--- src/rtl/alu_arb_pkg.sv ---
// Shared encodings for the two-requester ALU arbiter: opcodes and FSM states.
package alu_arb_pkg;

    localparam logic [1:0] OP_AND = 2'b00;
    localparam logic [1:0] OP_OR  = 2'b01;
    localparam logic [1:0] OP_XOR = 2'b10;
    localparam logic [1:0] OP_ADD = 2'b11;

    typedef enum logic {
        IDLE = 1'b0,
        RESP = 1'b1
    } state_e;

endpackage

--- src/rtl/alu_core.sv ---
// Purely combinational N-bit ALU: AND, OR, XOR and ADD with carry-out.
module alu_core
    import alu_arb_pkg::*;
#(
    parameter int N = 4
) (
    input  logic [1:0]   op,
    input  logic [N-1:0] a,
    input  logic [N-1:0] b,
    output logic [N-1:0] y,
    output logic         carry
);

    logic [N:0] sum;

    assign sum = {1'b0, a} + {1'b0, b};

    always_comb begin
        y     = '0;
        carry = 1'b0;
        case (op)
            OP_AND:  y = a & b;
            OP_OR:   y = a | b;
            OP_XOR:  y = a ^ b;
            OP_ADD:  {carry, y} = sum;
            default: y = '0;
        endcase
    end

endmodule

--- src/rtl/alu_arbiter.sv ---
// Round-robin arbiter sharing one ALU between two requesters, registered response.
// Define ALU_ARB_STATS_EN to add saturating per-requester grant counters.
module alu_arbiter
    import alu_arb_pkg::*;
#(
    parameter int N = 4
`ifdef ALU_ARB_STATS_EN
    ,
    parameter int CNT_W = 8
`endif
) (
    input  logic         clk,
    input  logic         rst,
    input  logic         req0_valid,
    output logic         req0_ready,
    input  logic [1:0]   req0_op,
    input  logic [N-1:0] req0_a,
    input  logic [N-1:0] req0_b,
    input  logic         req1_valid,
    output logic         req1_ready,
    input  logic [1:0]   req1_op,
    input  logic [N-1:0] req1_a,
    input  logic [N-1:0] req1_b,
    output logic         rsp_valid,
    input  logic         rsp_ready,
    output logic         rsp_id,
    output logic [N-1:0] rsp_data,
    output logic         rsp_carry
`ifdef ALU_ARB_STATS_EN
    ,
    output logic [CNT_W-1:0] grant_cnt0,
    output logic [CNT_W-1:0] grant_cnt1
`endif
);

    state_e       state_reg, state_next;
    logic         last_grant_reg;
    logic         rsp_id_reg;
    logic [N-1:0] rsp_data_reg;
    logic         rsp_carry_reg;

    logic         accept;
    logic         grant;
    logic         grant_valid;
    logic [1:0]   sel_op;
    logic [N-1:0] sel_a;
    logic [N-1:0] sel_b;
    logic [N-1:0] alu_y;
    logic         alu_carry;

    // A held result frees the slot in the same cycle it is consumed.
    assign accept = (state_reg == IDLE) || (rsp_valid && rsp_ready);

    always_comb begin
        grant_valid = accept && (req0_valid || req1_valid);
        if (req0_valid && req1_valid) begin
            grant = ~last_grant_reg;
        end else begin
            grant = req1_valid;
        end
    end

    always_ff @(posedge clk or posedge rst) begin
        if (rst) begin
            state_reg <= IDLE;
        end else begin
            state_reg <= state_next;
        end
    end

    always_comb begin
        state_next = state_reg;
        case (state_reg)
            IDLE: if (grant_valid) state_next = RESP;
            RESP: if (rsp_ready && !grant_valid) state_next = IDLE;
            default: state_next = IDLE;
        endcase
    end

    always_comb begin
        rsp_valid  = (state_reg == RESP);
        req0_ready = grant_valid && (grant == 1'b0);
        req1_ready = grant_valid && (grant == 1'b1);
    end

    assign sel_op = grant ? req1_op : req0_op;
    assign sel_a  = grant ? req1_a  : req0_a;
    assign sel_b  = grant ? req1_b  : req0_b;

    alu_core #(
        .N(N)
    ) u_alu_core (
        .op    (sel_op),
        .a     (sel_a),
        .b     (sel_b),
        .y     (alu_y),
        .carry (alu_carry)
    );

    always_ff @(posedge clk or posedge rst) begin
        if (rst) begin
            last_grant_reg <= 1'b1;
            rsp_id_reg     <= 1'b0;
            rsp_data_reg   <= '0;
            rsp_carry_reg  <= 1'b0;
        end else if (grant_valid) begin
            last_grant_reg <= grant;
            rsp_id_reg     <= grant;
            rsp_data_reg   <= alu_y;
            rsp_carry_reg  <= alu_carry;
        end
    end

    assign rsp_id    = rsp_id_reg;
    assign rsp_data  = rsp_data_reg;
    assign rsp_carry = rsp_carry_reg;

`ifdef ALU_ARB_STATS_EN
    generate
        for (genvar gi = 0; gi < 2; gi++) begin : g_cnt
            logic [CNT_W-1:0] cnt_reg;
            always_ff @(posedge clk or posedge rst) begin
                if (rst) begin
                    cnt_reg <= '0;
                end else if (grant_valid && (grant == (gi == 1)) && (cnt_reg != '1)) begin
                    cnt_reg <= cnt_reg + 1'b1;
                end
            end
        end
    endgenerate

    assign grant_cnt0 = g_cnt[0].cnt_reg;
    assign grant_cnt1 = g_cnt[1].cnt_reg;
`endif

endmodule

--- config.mk ---
export PLATFORM = sky130hd
export DESIGN_NAME = alu_arbiter
export DESIGN_NICKNAME = d
export VERILOG_FILES = /design/src/rtl/alu_arb_pkg.sv /design/src/rtl/alu_core.sv /design/src/rtl/alu_arbiter.sv
export SDC_FILE = /design/constraint.sdc
export NUM_CORES = 1
export LEC_CHECK = 0
export ABC_AREA = 1
export BUFFER_PORTS_ARGS = -buffer_cell sky130_fd_sc_hd__buf_2
export CORE_ASPECT_RATIO = 1.2
export CORE_MARGIN = 4
export CORE_UTILIZATION = 47
export CTS_CLUSTER_DIAMETER = 60
export DETAILED_ROUTE_END_ITERATION = 10
export PLACE_DENSITY = 0.9
export SETUP_SLACK_MARGIN = 0.1
export SYNTH_ARGS = -nofsm -noshare
export SYNTH_HDL_FRONTEND = slang
export SYNTH_HIERARCHICAL = 1
export SYNTH_SLANG_ARGS = --single-unit
--- constraint.sdc ---
create_clock -name clk -period 3.9 [get_ports clk]
set_input_delay 0.585 -clock clk [delete_from_list [all_inputs] [get_ports clk]]
set_output_delay 0.585 -clock clk [all_outputs]
set_load 0.1 [all_outputs]
==> metrics.yaml, run 1 <==
grt_overflow_total: 0
slowest_stage: "dfstp_2"
fin_worst_skew_ps: 2.076
worstSetupEndpointType: "flip-flop"
antenna_cells: 0
syn_area_um2: 812.0
synthFlopType: "dfrtp_1"
top_layer: "met4"
finalSetupViolCount: 0
cts.reportedPaths.clkPinSlew_ps: 50
r2r_cells: 12
globalplace.congestion: 0.9373
clock_sinks: 8
routed-wl-met3_um: 137
grt_max_degree: 13
finalSetupTns_ps: 0
maxSlewViolCount: 0
regArea_um2: 201.4
io-pin-count: 34
nets: 201
dp_hpwl_um: 1652
rsz0062_at_grt: "false"
vias_per_cell: 4.793
worst_pin_slew_ps: 486.2
async_reset_ff_share_pct: 100.0
core_area_um2: 1642
crit_family: "simple AND/OR/NAND/NOR gates"
dieArea_um2: 2460
yosys_register_bits: 8
cts_buffers: 3
synth_edf_count: 0
ir_worst_vdd_mv: 0.1564
clock-root-buffer: "clkbuf_4"
drtIter0Drc: 12
grt_pass1_wl_um: 3084
post-route-min-period_ps: 2324
path_common_cell: "nand2_1"
p_leak_uw: 0.0006439
clockBufferDepth: 2
postRouteAntennaNets: 0
dp_slack_ps: 1343
area_growth_pct: 24.04
worst-path-buf-inv: 2
largest_reg_flops: 4
syn_area_per_cell_um2: 6.199
cts_setup_buffers: 0
syn_inst: 131
layout-drive-gt1-share_pct: 27.11
cts_resized: 0
multi_input_area_um2: 509.2
dpl_cell_area_um2: 980.9
grt_usage_pct: 16.50
port_buffers: 33
critPathMaxStageDelay_ps: 530
ys_seq_area_share_pct: 24.81
worstPathCellList: "nand2_1 > nand2_2 > inv_2 > nand2_1 > nand2_1 > ha_1 > inv_1 > fa_1 > or2_0 > o2111ai_1 > nand3_1 > nand2_1"
required_ps: 4090
whs_ps: 263.0
met1Wirelength_um: 695
wl_per_cell_um: 10.24
critical_path_class: "reg2reg"
synth.net_count: 165
fp-row-count: 16
start_kind: "flip-flop"
die_w_um: 45.95
p_per_area_nw_per_um2: 409.2
slew_headroom_pct: 67.81
r2r_slack_ps: 1580
post-route-cell-area_um2: 1007
antenna_found_initial: 0
hold_violations: 0
ys_types: 19
path_max_fanout: 12
yosys_warnings: 6
wl_met2_um: 1010
start_util_pct: 49.47
grt_pass1_vias: 843
wl_um: 1884
min_path_type: "in2async"
vias: 882
utilization_pct: 61.36
max_freq_ghz: 0.4303
status: "finished clean"
post-route-period-util_pct: 59.59
regToRegEndpoint: "rsp_data[1]"
clock_latency_ps: 250
cts-hold-fix-buffers: 0
crit_arrival_ps: 2510
drt_pass1_iterations: 4
setup_ws_ps: 1576
nFillCells: 172
drv_cap: 0
h-tree-depth: 1
r2r-start: "last_grant_reg"
cts_tree: "yes"
drc_errors: 0
die_h_um: 53.54
## logic make-up after synthesis
| kind of cell | synth area share [%] |
|---|---|
| compound gates | 5.391 |
| buf+inv | 12.48 |
| flops | 24.81 |
| simple gates | 42.53 |
| fa+ha+maj | 14.79 |
## power by group
group,switching [uW],internal (uW),total (uW)
combinational,185,55.0,240
sequential,7.32,98.6,106
clock,27.6,39.1,66.7
## area by class of cell
cell class	instances	area share, %
clock buffers	4	2.609
multi-input cells	99	50.56
well taps	18	2.236
flip-flops and latches	8	20.00
inverters	22	8.199
repair buffers	33	16.40
## Yosys cell counts (2+ instances only)
master,instances,area [um2]
inv_2,2,7.510
o211ai_1,2,15.01
inv_1,20,75.07
dfrtp_1,7,175.2
nand3_1,9,45.04
o21ai_0,3,15.01
nand2_1,60,225.2
nand2_2,3,18.77
ha_1,8,100.1
nor2_1,7,26.28
nor2_2,2,12.51
## worst max path at each step
| stage | end | start | cells after the start | slack (ps) |
|---|---|---|---|---|
| 4_1_cts | rsp_data[1] | last_grant_reg | 12 | 1570 |
| 2_1_floorplan | req0_ready | rsp_valid | 3 | 1380 |
| 3_5_place_dp | rsp_data[2] | req0_valid | 15 | 1340 |
| 6_report | rsp_data[1] | last_grant_reg | 12 | 1580 |
| 5_1_grt | rsp_data[2] | req0_valid | 15 | 1340 |
| 3_3_place_gp | rsp_data[2] | req0_valid | 15 | 1450 |
## metrics by stage
step           std cells  total power [uW]
6_report             184             412.2
5_1_grt              184             440.0
4_1_cts              184             414.5
3_5_place_dp         180             347.8
3_3_place_gp         180             340.0
2_1_floorplan        131             301.6
## routing by layer
layer | vias to the layer above | global-route usage (%)
met5 | - | 0
met4 | 0 | 8.057
met3 | 6 | 1.003
met2 | 38 | 34.63
met1 | 372 | 14.81
li1 | 466 | -
## cell usage in the layout, fill, tap and decap left out, types with 2 or more instances in the layout
cell type / netlist / final
nand2_1: 60 / 60
buf_2: 0 / 33
inv_1: 20 / 20
nand3_1: 9 / 9
ha_1: 8 / 8
nor2_1: 7 / 7
dfrtp_1: 7 / 7
nand2_2: 3 / 3
clkbuf_4: 0 / 3
o21ai_0: 3 / 3
inv_2: 2 / 2
nor2_2: 2 / 2
o211ai_1: 2 / 2
(Power assumes the default switching activity.)
==> inputs of run 2 (changes only) <==
CORE_UTILIZATION = 42   (was 47)
PLACE_DENSITY = 0.85   (was 0.9)
clock period = 1.9 ns   (was 3.9 ns; I/O delays follow)
==> run 2 against run 1 <==
The flow now finishes with violations (setup timing). Sequential share of layout area down 3.5 points. Register-to-register slack worse by 1800 ps. Count of clock-buffer cells in the layout is the same. Total power rose by 130%. Critical path depth unchanged. Utilization increased by 5.9 points. Cell count increased by 6.0%. Routed wire length up 14%. Hold slack improved by 110 ps. Fmax increased by 11%. Largest power group unchanged.
==> metrics.yaml, run 2 (same netlist as run 1, synthesis figures left out) <==
status: "complete, but fails checks"  # was finished clean
violations: "setup timing"
wl_per_cell_um: 11.01  # was 10.24 um
min_path_type: "in2reg"  # was in2async
worstSetupEndpointType: "flip-flop"  # unchanged
drtIter0Drc: 15  # was 12
dieArea_um2: 2704  # was 2460 um2
p_leak_uw: 0.0007139  # was 0.0006439 uW
nets: 211  # was 201
finalPower_uw: 944.2  # was 412.2 uW
worst_pin_slew_ps: 491.4  # was 486.2 ps
max_freq_ghz: 0.4794  # was 0.4303 GHz
setup_ws_ps: -186.0  # was 1576 ps
antenna_found_initial: 0  # unchanged
rsz0062_at_grt: "true"  # was false
critical_path_class: "reg2reg"  # unchanged
slew_headroom_pct: 67.47  # was 67.81%
start_util_pct: 44.39  # was 49.47%
crit_arrival_ps: 2280  # was 2510 ps
antenna_cells: 0  # unchanged
vias_per_cell: 4.795  # was 4.793
grt_pass1_vias: 807  # was 843
grt_pass1_wl_um: 3167  # was 3084 um
layout_common_cells: "nand2_1 (50), buf_2 (31), inv_1 (16)"  # was nand2_1 (60), buf_2 (33), inv_1 (20)
cts.reportedPaths.clkPinSlew_ps: 60  # was 50 ps
r2r_slack_ps: -190  # was 1580 ps
layout-drive-gt1-share_pct: 43.18  # was 27.11%
die_h_um: 56.17  # was 53.54 um
final_common_cell: "nand2_1"  # unchanged
die_w_um: 48.14  # was 45.95 um
grt_overflow_total: 0  # unchanged
clock_latency_ps: 250  # about the same
path_max_fanout: 7  # was 12
p_per_area_nw_per_um2: 766.9  # was 409.2 nW/um2
vias: 935  # was 882
io-pin-count: 34  # unchanged
ir_worst_vdd_mv: 0.3209  # was 0.1564 mV
core_area_um2: 1829  # was 1642 um2
post-route-cell-area_um2: 1231  # was 1007 um2
postRouteAntennaNets: 0  # unchanged
clock_sinks: 8  # unchanged
dpl_cell_area_um2: 1077  # was 980.9 um2
fp-row-count: 17  # was 16
post-route-period-util_pct: 109.8  # was 59.59%
clock-root-buffer: "clkbuf_4"  # unchanged
fin_worst_skew_ps: 4.643  # was 2.076 ps
cts_tree: "yes"  # unchanged
drv_cap: 0  # unchanged
largest_reg_flops: 4  # unchanged
cts_buffers: 3  # unchanged
wl_um: 2147  # was 1884 um
grt_max_degree: 9  # was 13
grt_usage_pct: 15.41  # was 16.50%
dp_hpwl_um: 1675  # was 1652 um
drt_pass1_iterations: 4  # unchanged
hold_violations: 0  # unchanged
port_buffers: 33  # unchanged
drc_errors: 0  # unchanged
clockBufferDepth: 2  # unchanged
globalplace.congestion: 0.8032  # was 0.9373
maxSlewViolCount: 0  # unchanged
post-route-min-period_ps: 2086  # was 2324 ps
area_growth_pct: 51.62  # was 24.04%
required_ps: 2090  # was 4090 ps
finalSetupViolCount: 4  # was 0
start_kind: "flip-flop"  # unchanged
h-tree-depth: 1  # unchanged
run 2: path summary, 6_finish.rpt:
kind | depth (start not counted) | endpoint | start
max | 12 | rsp_data[1] | last_grant_reg
min | 4 | rsp_valid | req0_valid
max reg2reg | 12 | rsp_data[1] | last_grant_reg
min reg2reg | 2 | rsp_data[0] | rsp_data[0]
max in group asynchronous | 3 | last_grant_reg | rst
min in group asynchronous | 3 | rsp_data[0] | rst
run 2: repair_timing:
item,4_1_cts,5_1_grt
endpoints found under the setup margin,7,7
gates cloned,0,0
gates resized for setup,6,24
hold buffers,1,0
pin swaps,3,12
hold endpoints to repair,7,0
setup buffers,1,1
run 2: metal layers:
layer	vias to the layer above	global-route usage, %	wire (um)
met5	-	0	0
met4	0	7.308	19
met3	2	1.294	151
met2	33	27.05	1185
met1	413	17.05	790
li1	487	-	-
run 2: cell type report:
type                    instances  area, um2
inverters                      22      91.34
clock buffers                   4      26.28
multi-input cells              99      610.6
fillers                       152      598.1
flip-flops and latches          8      202.7
repair buffers                 43      276.5
well taps                      19      23.77
run 2: worst max-delay path, cell delays in order (launching register included):
cell and delay (ps):
dfstp_2 540, nand2_2 60, nand2_4 110, inv_6 60
nand2_2 60, nand2_2 70, ha_4 170, inv_2 50
fa_2 420, or2_1 250, o2111ai_2 70, nand3_1 90
nand2_1 80
run 2: stage by stage:
| step | worst slack, ps | hold slack (ps) | utilization [%] | TNS, ps | std cells |
|---|---|---|---|---|---|
| final | -186.0 | 369.4 | 67.31 | -378.7 | 195 |
| after global routing | -285.1 | 386.1 | 67.31 | -903.3 | 195 |
| after CTS | -172.0 | 354.0 | 62.11 | -478.0 | 194 |
| after detailed placement | -220.8 | 244.4 | 58.89 | -621.2 | 188 |
| after global placement | -118.3 | 233.4 | 58.89 | -365.0 | 188 |
| after floorplan | -111.3 | 99.87 | - | -272.5 | 131 |
run 2: report_power, final:
| part | switching [uW] | total (uW) | leakage, uW | internal (uW) |
|---|---|---|---|---|
| Clock | 59.5 | 140 | 0.0000150 | 80.4 |
| Combinational | 419 | 587 | 0.000603 | 168 |
| Sequential | 14.4 | 217 | 0.0000961 | 202 |
